===== src/rtl/sky130_as_sc_hs_rocnt.sv =====
// Gated ring-oscillator edge counter: counts synchronized RO_IN rises over a
// programmable window of CLK cycles, with saturation and overflow flag.
module sky130_as_sc_hs_rocnt #(
  parameter int unsigned CW = 24,
  parameter int unsigned WW = 16
) (
  input  logic          CLK,
  input  logic          RST,
  input  logic          START,
  input  logic [WW-1:0] WIN,
  input  logic          RO_IN,
  output logic [CW-1:0] COUNT,
  output logic          BUSY,
  output logic          DONE,
  output logic          OVF,
  input  logic          VPWR,
  input  logic          VGND,
  input  logic          VPB,
  input  logic          VNB
);

  typedef enum logic [1:0] {StIdle, StMeas, StFin} state_e;

  localparam logic [CW-1:0] CntMax = '1;

  state_e        state_q, state_d;
  logic [WW-1:0] win_cnt_q, win_cnt_d;
  logic [CW-1:0] count_q, count_d;
  logic          ovf_q, ovf_d;
  logic          s1_q, s2_q, s3_q;
  logic          rise;
  logic          busy, done;

  // Supply pins carry no logic.
  logic unused_supply;
  assign unused_supply = ^{VPWR, VGND, VPB, VNB};

  // Synchronizer runs regardless of measurement state.
  always_ff @(posedge CLK) begin
    if (RST) begin
      s1_q <= 1'b0;
      s2_q <= 1'b0;
      s3_q <= 1'b0;
    end else begin
      s1_q <= RO_IN;
      s2_q <= s1_q;
      s3_q <= s2_q;
    end
  end

  assign rise = s2_q & ~s3_q;

  always_comb begin
    state_d   = state_q;
    win_cnt_d = win_cnt_q;
    count_d   = count_q;
    ovf_d     = ovf_q;
    busy      = 1'b1;
    done      = 1'b0;
    unique case (state_q)
      StIdle: begin
        busy = 1'b0;
        if (START) begin
          win_cnt_d = WIN;
          count_d   = '0;
          ovf_d     = 1'b0;
          state_d   = (WIN == '0) ? StFin : StMeas;
        end
      end
      StMeas: begin
        if (rise) begin
          if (count_q == CntMax) begin
            ovf_d = 1'b1;
          end else begin
            count_d = count_q + CW'(1);
          end
        end
        win_cnt_d = win_cnt_q - WW'(1);
        if (win_cnt_q == WW'(1)) begin
          state_d = StFin;
        end
      end
      StFin: begin
        done    = 1'b1;
        state_d = StIdle;
      end
      default: state_d = StIdle;
    endcase
  end

  always_ff @(posedge CLK) begin
    if (RST) begin
      state_q   <= StIdle;
      win_cnt_q <= '0;
      count_q   <= '0;
      ovf_q     <= 1'b0;
    end else begin
      state_q   <= state_d;
      win_cnt_q <= win_cnt_d;
      count_q   <= count_d;
      ovf_q     <= ovf_d;
    end
  end

  assign COUNT = count_q;
  assign OVF   = ovf_q;
  assign BUSY  = busy;
  assign DONE  = done;

endmodule


===== config.mk =====
export PLATFORM = sky130hd
export DESIGN_NAME = sky130_as_sc_hs_rocnt
export DESIGN_NICKNAME = d
export VERILOG_FILES = /design/src/rtl/sky130_as_sc_hs_rocnt.sv
export SDC_FILE = /design/constraint.sdc
export NUM_CORES = 1
export LEC_CHECK = 0
export CAP_MARGIN = 10
export CORE_MARGIN = 5
export CORE_UTILIZATION = 35
export CTS_BUF_LIST = sky130_fd_sc_hd__clkbuf_8
export DETAILED_ROUTE_END_ITERATION = 12
export HOLD_SLACK_MARGIN = 0.1
export PLACE_DENSITY = 0.56
export SYNTH_ARGS = -nofsm -noshare
export SYNTH_HDL_FRONTEND = slang
export SYNTH_SLANG_ARGS = --single-unit

===== constraint.sdc =====
create_clock -name CLK -period 5.7 [get_ports CLK]
set_input_delay 0.57 -clock CLK [delete_from_list [all_inputs] [get_ports CLK]]
set_output_delay 0.57 -clock CLK [all_outputs]
set_load 0.02 [all_outputs]

==> impl_metrics.csv <==
group,metric,value,unit
layout,antennaDiodeCount,0,
floorplanning,rows,31,
layout,drive_above_1_share,5.37,%
setup_path,start_kind,"flip-flop",
clock_tree,cts.htree.levels,2,
run,max-cap-violations,0,
global_routing,grt_pass1_wl,11.7,mm
timing,rsz0062_at_grt,"false",
pwr,powerDensity,225,nW/um^2
clock_tree,ctsResizeCount,0,
global_routing,grt_max_degree,25,
timing,finalCritPeriodShare,45.8,%
setup_path,max_stage_delay,0.86,ns
route,drt_iter0_markers,126,
timing,period_needed,2.61,ns
logic_synthesis,synth-compound-area-share,20.3,%
placed_design,io_buffers,46,
logic_synthesis,synthSimpleGateAreaFrac,34.8,%
clock_tree,clk_latency,0.31,ns
logic_synthesis,yosys_warnings,0,
clock_tree,cts-root-buf,"clkbuf_8",
logic_synthesis,synth-adder-area-share,1.49,%
logic_synthesis,ys.flop_type,"dfxtp_1",
setup_path,crit_chain,"nor2b_1 > nand3_1 > nor4_1 > nor3_1 > a211oi_1",
clock_tree,clockBufferDepth,2,
logic_synthesis,syn_area,2520,sq um
pwr,p_leak,1.09,nW
route,drtAntennaViolNets,0,
clock_tree,cts_hold_buffers,0,
logic_synthesis,synth_seq_area_share,36.5,%
route,routed_via_density,5.64,
timing,worstMarginPinSlew,1.02,ns
placed_design,gp_congestion,0.825,
clock_tree,cts_buffers,5,
clock_tree,post_cts_buffers,0,
layout,area_growth_syn_to_layout,25.8,%
floorplanning,initial_core_util,35.3,%
placed_design,dp_hpwl,4.97,mm
status,status,"complete, no violations",
logic_synthesis,synth_top_family_by_area,"simple AND/OR/NAND/NOR gates",
global_routing,antenna_found_initial,0,
clock_tree,clk_pin_slew,0.09,ns
pwr,ir_drop,0.121,mV
route,routedWlPerCell,15.3,um
timing,finalHoldViolCount,0,
clock_tree,cts.sinks,46,
global_routing,grt-ovfl-total,0,
timing,fmax,383,MHz
setup_path,crit_path_end_kind,"flip-flop",
setup_path,worstSetupPathType,"flip-flop to flip-flop",
timing,drv_slew,0,
pwr,total_power,0.713,mW
logic_synthesis,avgSynthCellArea,8.08,sq um
floorplanning,pin_count,51,
logic_synthesis,synthMuxAreaShare,1.99,%
min_path,min_path_type,"flip-flop to flip-flop",
floorplanning,core_area,7140,sq um
route,drc,0,
global_routing,grtUsageTotal,16.3,%
route,drt-total-wl,6.94,mm
timing,finClkSkew,0.0128,ns
timing,tns,0,ns
route,drt_first_pass_iters,4,
logic_synthesis,synth-seq-cells,46,
logic_synthesis,synthXorXnorAreaFrac,1.74,%
logic_synthesis,synthCells,312,
floorplanning,die_w,94.9,um
floorplanning,die_h,94.9,um
setup_path,crit_required,5.92,ns
global_routing,grt_pass1_vias,2353,
floorplanning,die_area,9000,sq um
setup_path,crit_arrival,2.84,ns
setup_path,cp_slowest_cell,"dfxtp_1",
layout,fin_nets,380,
clock_tree,cts_tree,"done",
setup_path,r2r_slack,3.09,ns
logic_synthesis,synthesis.nets,339,
logic_synthesis,async_reset_ff_share,0,%
logic_synthesis,synth_edf_count,0,
route,vias,2553,
setup_path,cp_max_fo,24,
logic_synthesis,synth.distinct_cells,58,
timing,slew_headroom,31.4,%
layout,final_cell_mix,"dfxtp_1 (46), clkdlybuf4s50_1 (46), nor2_1 (33)",
timing,setup_viol,0,
-- synthesized netlist by cell type, types with 2 or more instances --
master / instances / area (sq um)
ha_1: 3 / 37.5
a22oi_1: 2 / 15.0
o211ai_1: 4 / 30.0
or3_1: 8 / 50.1
nor4_1: 11 / 68.8
a31o_2: 2 / 17.5
dfxtp_1: 46 / 921
mux2i_1: 5 / 50.1
o22ai_1: 2 / 12.5
nor4b_1: 3 / 26.3
o221ai_1: 3 / 26.3
nor2b_1: 5 / 31.3
o21ai_0: 11 / 55.1
xnor2_1: 4 / 35.0
nand4_1: 11 / 68.8
nor2_1: 33 / 124
a21oi_1: 21 / 105
o21ai_1: 2 / 10.0
a31oi_1: 2 / 12.5
nand2_1: 26 / 97.6
o2111a_1: 2 / 22.5
a211oi_1: 9 / 67.6
a21o_1: 2 / 15.0
or2_1: 2 / 12.5
o31ai_1: 3 / 22.5
and3_1: 5 / 31.3
o211a_1: 2 / 20.0
or2_2: 2 / 12.5
or4_1: 8 / 60.1
and4_1: 3 / 26.3
clkbuf_1: 13 / 48.8
nand3_1: 16 / 80.1
inv_1: 4 / 15.0
nor3_1: 12 / 60.1
nand2b_1: 2 / 12.5
-- worst paths after layout --
path,startpoint,depth (start not counted),endpoint
setup / recovery,state_q[0],5,win_cnt_q[15]
hold / removal,s1_q,1,s2_q
setup reg to reg,state_q[0],5,win_cnt_q[15]
hold reg to reg,s1_q,1,s2_q
-- sequential cells by signal, indices dropped and copies added (netlist names) --
signal,flops
s3_q,1
s2_q,1
OVF,1
COUNT,24
state_q,2
s1_q,1
win_cnt_q,16
-- cell families after synthesis --
kind of cell	after synthesis
compound gates	76
xor+xnor	5
flops	46
mux	5
fa+ha+maj	3
buf+inv	19
simple gates	158
-- stage by stage --
| stage | instance area (sq um) | utilization (%) | cells | worst slack, ns | hold WS [ns] |
|---|---|---|---|---|---|
| floorplan | 2520 | - | 312 | 3.57 | 0.414 |
| CTS | 3170 | 44.4 | 453 | 3.08 | 0.462 |
| finish | 3170 | 44.4 | 453 | 3.09 | 0.453 |
| global route | 3170 | 44.4 | 453 | 2.77 | 0.470 |
| global placement | 3060 | 42.9 | 445 | 2.75 | 0.442 |
| detailed placement | 3060 | 42.9 | 445 | 2.77 | 0.440 |
-- final cells by class --
type | instances | area (sq um)
sequential | 46 | 921
fill | 754 | 3970
timing repair buffer | 48 | 475
inverter | 5 | 18.8
clock buffer | 5 | 68.8
multi-input combinational | 247 | 1520
tap | 99 | 124
clock inverter | 3 | 41.3
-- routing by layer --
layer	GRT usage (%)	part of all wire, %	routed length [um]	up-vias
met2	28.2	47	3290	65
met5	0	0	0	-
met3	2.87	5.6	390	8
met4	4.33	1.1	74	0
li1	-	-	-	1278
met1	20.8	46	3180	1202
-- worst max-delay path: cells and delay by family (launching register included) --
kind | cells | cell delay (ns)
DFF | 1 | 0.86
AOI/OAI and AO/OA | 1 | 0.20
and+or+nand+nor | 4 | 1.47
-- where the power goes --
part	internal [mW]	switching, mW
registers	0.335	0.0200
logic	0.0482	0.0620
clock network	0.129	0.118
Note: power is estimated with default switching activity, not from simulation.
